===== src/rtl/alu_issue_queue.sv =====
// Issue queue for ALU operations. A FIFO feeds the head entry to an external
// combinational ALU, and a registered writeback stage captures the result.
module alu_issue_queue #(
  parameter int OPERANDSIZE = 64,
  parameter int DEPTH       = 4,
  parameter int TAGWIDTH    = 6
) (
  input  logic                     clk,
  input  logic                     rst_n,
  input  logic                     in_valid,
  output logic                     in_ready,
  input  logic [11:0]              in_op,
  input  logic [OPERANDSIZE-1:0]   in_a,
  input  logic [OPERANDSIZE-1:0]   in_b,
  input  logic [TAGWIDTH-1:0]      in_tag,
  output logic [OPERANDSIZE-1:0]   alu_a,
  output logic [OPERANDSIZE-1:0]   alu_b,
  output logic [11:0]              alu_op,
  input  logic [OPERANDSIZE-1:0]   alu_q,
  output logic                     out_valid,
  input  logic                     out_ready,
  output logic [OPERANDSIZE-1:0]   out_q,
  output logic [TAGWIDTH-1:0]      out_tag,
  output logic                     out_illegal,
  output logic [$clog2(DEPTH):0]   count
);

  localparam int AW = $clog2(DEPTH);
  localparam int EW = 12 + 2 * OPERANDSIZE + TAGWIDTH;
  localparam logic [AW:0] PTR_ONE = 1;

  logic [EW-1:0] mem [DEPTH];
  logic [AW:0]   wptr;
  logic [AW:0]   rptr;
  logic          full;
  logic          empty;
  logic          push;
  logic          pop;

  logic [EW-1:0]          head;
  logic [11:0]            head_op;
  logic [OPERANDSIZE-1:0] head_a;
  logic [OPERANDSIZE-1:0] head_b;
  logic [TAGWIDTH-1:0]    head_tag;

  // Extra wrap bit on each pointer distinguishes full from empty.
  assign full  = (wptr[AW] != rptr[AW]) && (wptr[AW-1:0] == rptr[AW-1:0]);
  assign empty = (wptr == rptr);
  assign count = wptr - rptr;

  assign in_ready = ~full;
  assign push     = in_valid & ~full;
  assign pop      = ~empty & (~out_valid | out_ready);

  assign head     = mem[rptr[AW-1:0]];
  assign head_op  = head[EW-1 -: 12];
  assign head_a   = head[EW-13 -: OPERANDSIZE];
  assign head_b   = head[TAGWIDTH +: OPERANDSIZE];
  assign head_tag = head[TAGWIDTH-1:0];

  // An empty queue drives zeros, which the ALU treats as ADD 0 + 0.
  always_comb begin
    alu_a  = '0;
    alu_b  = '0;
    alu_op = '0;
    if (!empty) begin
      alu_a  = head_a;
      alu_b  = head_b;
      alu_op = head_op;
    end
  end

  always_ff @(posedge clk) begin
    if (push) begin
      mem[wptr[AW-1:0]] <= {in_op, in_a, in_b, in_tag};
    end
  end

  always_ff @(posedge clk or negedge rst_n) begin
    if (!rst_n) begin
      wptr <= '0;
      rptr <= '0;
    end else begin
      if (push) wptr <= wptr + PTR_ONE;
      if (pop)  rptr <= rptr + PTR_ONE;
    end
  end

  // Result fields hold their last value after the consumer drains them.
  always_ff @(posedge clk or negedge rst_n) begin
    if (!rst_n) begin
      out_valid   <= 1'b0;
      out_q       <= '0;
      out_tag     <= '0;
      out_illegal <= 1'b0;
    end else if (pop) begin
      out_valid   <= 1'b1;
      out_q       <= alu_q;
      out_tag     <= head_tag;
      out_illegal <= (head_op > 12'd1);
    end else if (out_ready) begin
      out_valid   <= 1'b0;
    end
  end

endmodule


===== config.mk =====
export PLATFORM = sky130hd
export DESIGN_NAME = alu_issue_queue
export DESIGN_NICKNAME = d
export VERILOG_FILES = /design/src/rtl/alu_issue_queue.sv
export SDC_FILE = /design/constraint.sdc
export NUM_CORES = 1
export LEC_CHECK = 0
export ABC_AREA = 1
export CORE_UTILIZATION = 40
export CTS_CLUSTER_DIAMETER = 100
export DETAILED_ROUTE_END_ITERATION = 8
export GPL_ROUTABILITY_DRIVEN = 0
export PLACE_DENSITY_LB_ADDON = 0.05
export SETUP_SLACK_MARGIN = 0.02
export SLEW_MARGIN = 20
export SYNTH_ARGS = -nofsm -noshare
export SYNTH_HDL_FRONTEND = slang
export SYNTH_SLANG_ARGS = --single-unit
export TNS_END_PERCENT = 5

===== constraint.sdc =====
create_clock -name clk -period 21.4 [get_ports clk]
set_clock_uncertainty 0.05 [all_clocks]
set_input_delay 2.14 -clock clk [delete_from_list [all_inputs] [get_ports clk]]
set_output_delay 2.14 -clock clk [all_outputs]
set_load 0.005 [all_outputs]

==> results.tsv <==
stage	metric	value	unit
outcome	outcome	finished clean	
global_routing	grt_pass1_wl	99500	um
timing	maxSlewHeadroom	0.299	
hold_path	hold_depth	2	
hold_path	hold_path_startpoint	out_q[32]	
flow_run	maxCapViolCount	0	
routing	viasPerCell	4.94	
routing	first_iter_violations	1191	
clock_network	cts_hold_buffers	0	
finish	most-common-layout-cells	edfxtp_1, nor2_1, clkdlybuf4s50_1	
floorplan	fp.dieW	255	um
clock_network	cts_setup_buffers	0	
timing	finalWorstPathRequiredPeriod	6.98	ns
setup_path	r2r-start	rptr[1]	
setup_path	slowest_stage	buf_4	
synth	syn_nets	2303	
floorplan	coreArea	63200	um2
routing	drt_first_pass_iters	5	
floorplan	ioPinCount	430	
synth	synthCells	2081	
setup_path	cpPeakStageDelay	0.80	ns
power_and_ir_drop	total_power	0.00514	W
timing	period_share	0.326	
timing	max_clock_freq	143	MHz
clock_network	cts_buffers	73	
power_and_ir_drop	p_per_area	156	nW/um2
placement	portBuffers	429	
clock_network	clock_sinks	662	
setup_path	worstReg2RegEnd	mem[2][24]	
clock_network	root_buffer	clkbuf_16	
routing	wl_per_cell	20.0	um
routing	drcViolationCount	0	
floorplan	initial_core_util	0.406	
finish	drive_above_1_share	0.0517	
routing	vias	16700	
placement	dp.cells	3254	
timing	finalHoldWorstSlack	0.427	ns
setup_path	startpoint_type	flip-flop	
synth	syn_area	25600	um2
global_routing	grt_pass1_vias	16300	
synth	syn_area_per_cell	12.3	um2
floorplan	die_area	65100	um2
placement	hpwl	39300	um
finish	syn_to_final_growth	28.2	%
global_routing	overflow	0	
power_and_ir_drop	p_leak	11.7	nW
floorplan	placementRows	92	
setup_path	cpMostUsedCell	nand2_1	
timing	tightest_slew	1.05	ns
finish	layout_commonest_cell	edfxtp_1	
global_routing	antenna_found_initial	13	
finish	layout.cells.non_filler	3383	
setup_path	critical_path_class	reg -> out	
timing	rsz0062_at_grt	false	
timing	fin_ws	14.42	ns
clock_network	clkLatencyLatePin	0.59	ns
setup_path	crit_buf_inv	5	
routing	wirelength	67600	um
setup_path	ff2ff_setup_slack	16.93	ns
setup_path	worstPathRequired	19.21	ns
clock_network	clk_pin_slew	0.06	ns
synth	seq_area_frac_synth	0.760	
clock_network	htree_num_levels	3	
timing	final_hold_viol_count	0	
clock_network	cts_buffer_depth	3	
setup_path	cpLargestDelayFamily	buffers and inverters	
power_and_ir_drop	irDropWorstVdd	99.4	uV
synth	ys_seq_elements	662	
hold_path	hold_class	reg -> reg	
finish	nNetsFinal	2705	
global_routing	grtUsageTotal	0.205	
timing	tns	0	ns
setup_path	crit_chain	inv_6, ha_1, nand2_1, inv_1, nand2_1, inv_4, buf_4, a21oi_1, clkdlybuf4s50_1	
clock_network	cts_resized	0	
timing	slew_viol_final	0	
global_routing	grt_max_degree	176	
routing	ant_nets	0	
timing	setup_viol	0	
setup_path	reg2regPathDepth	9	
setup_path	worstSetupEndpointType	output port	
synth	yosys_warnings	0	
placement	dp_slack	14.96	ns
setup_path	crit_fanout	92	
clock_network	cts_tree	yes	
setup_path	arrival	4.79	ns
floorplan	die_h	255	um
synth	synth_cell_types	21	
hold_path	whs_endpoint	out_q[32]	
## cell families (layout without fill, tap and decap cells)
family	Yosys count	after routing	synth area share
AND/OR/NAND/NOR	855	855	0.126
XOR/XNOR	5	5	0.00171
adder cells (fa/ha/maj)	8	8	0.00420
other	0	3	0
flip-flops	662	662	0.760
AO/OA/AOI/OAI	407	407	0.0797
buffers and inverters	144	597	0.0277
## worst max path at each step
| stage | from | endpoint | slack, ns | cells after the start |
|---|---|---|---|---|
| 3_3_place_gp | rptr[1] | alu_b[38] | 14.99 | 9 |
| 4_1_cts | rptr[1] | alu_b[38] | 14.30 | 9 |
| 2_1_floorplan | in_valid | mem[3][0] | 12.28 | 2 |
| 5_1_grt | rptr[1] | alu_b[38] | 14.09 | 9 |
| 3_5_place_dp | rptr[1] | alu_b[38] | 14.96 | 9 |
| 6_report | rptr[1] | alu_b[38] | 14.42 | 9 |
## metrics by stage
| step | util | instance area, um2 |
|---|---|---|
| 6_report | 0.520 | 32900 |
| 5_1_grt | 0.520 | 32900 |
| 4_1_cts | 0.520 | 32800 |
| 3_5_place_dp | 0.485 | 30600 |
| 3_3_place_gp | 0.484 | 30600 |
| 2_1_floorplan | - | 25600 |
## power by group
group	leakage, nW	switching [W]	total, W	internal, W
Clock	1.09	0.000486	0.00118	0.000693
Combinational	4.28	0.00117	0.00209	0.000922
Sequential	6.28	0.000112	0.00187	0.00176
Total	11.7	0.00176	0.00514	0.00338
## final cells by class
class	count	area (um2)
inverters	17	78.8
repair buffers	454	4520
clock buffers	96	2010
diodes	3	7.51
fillers	5435	30300
flip-flops and latches	662	19500
multi-input cells	1275	5470
clock inverters	30	216
well taps	846	1060
## cells in the mapped netlist, drive strengths merged
library cell	count	area, um2
clkbuf	45	169
nand2	264	991
xor2	4	35.0
dfrtp	78	1950
fa	1	20.0
ha	7	87.6
nand3	25	125
buf	82	478
o21ai	271	1360
xnor2	1	8.76
a31oi	6	37.5
or2	1	6.26
a21oi	130	651
edfxtp	584	17500
nor2	565	2120
inv	17	63.8
## registers in the layout (all words and copies together), names as in the netlist
register / cells
mem: 584
out_tag: 6
wptr: 3
out_valid: 1
out_q: 64
rptr: 3
out_illegal: 1
## worst min-delay path, cell delays in order, from the launching register on
cell	delay, ns
dfrtp_1	0.34
nand2_1	0.05
nand2_1	0.05
## metal layers
layer | part of all wire | wire, um | vias up | GRT usage
met2 | 0.49 | 32800 | 411 | 0.338
li1 | - | - | 8026 | -
met5 | 0.0019 | 127 | - | 0
met4 | 0.023 | 1580 | 20 | 0.0565
met1 | 0.43 | 29100 | 8133 | 0.270
met3 | 0.059 | 3990 | 120 | 0.0495
No activity file was read; power rests on OpenSTA's default activity.
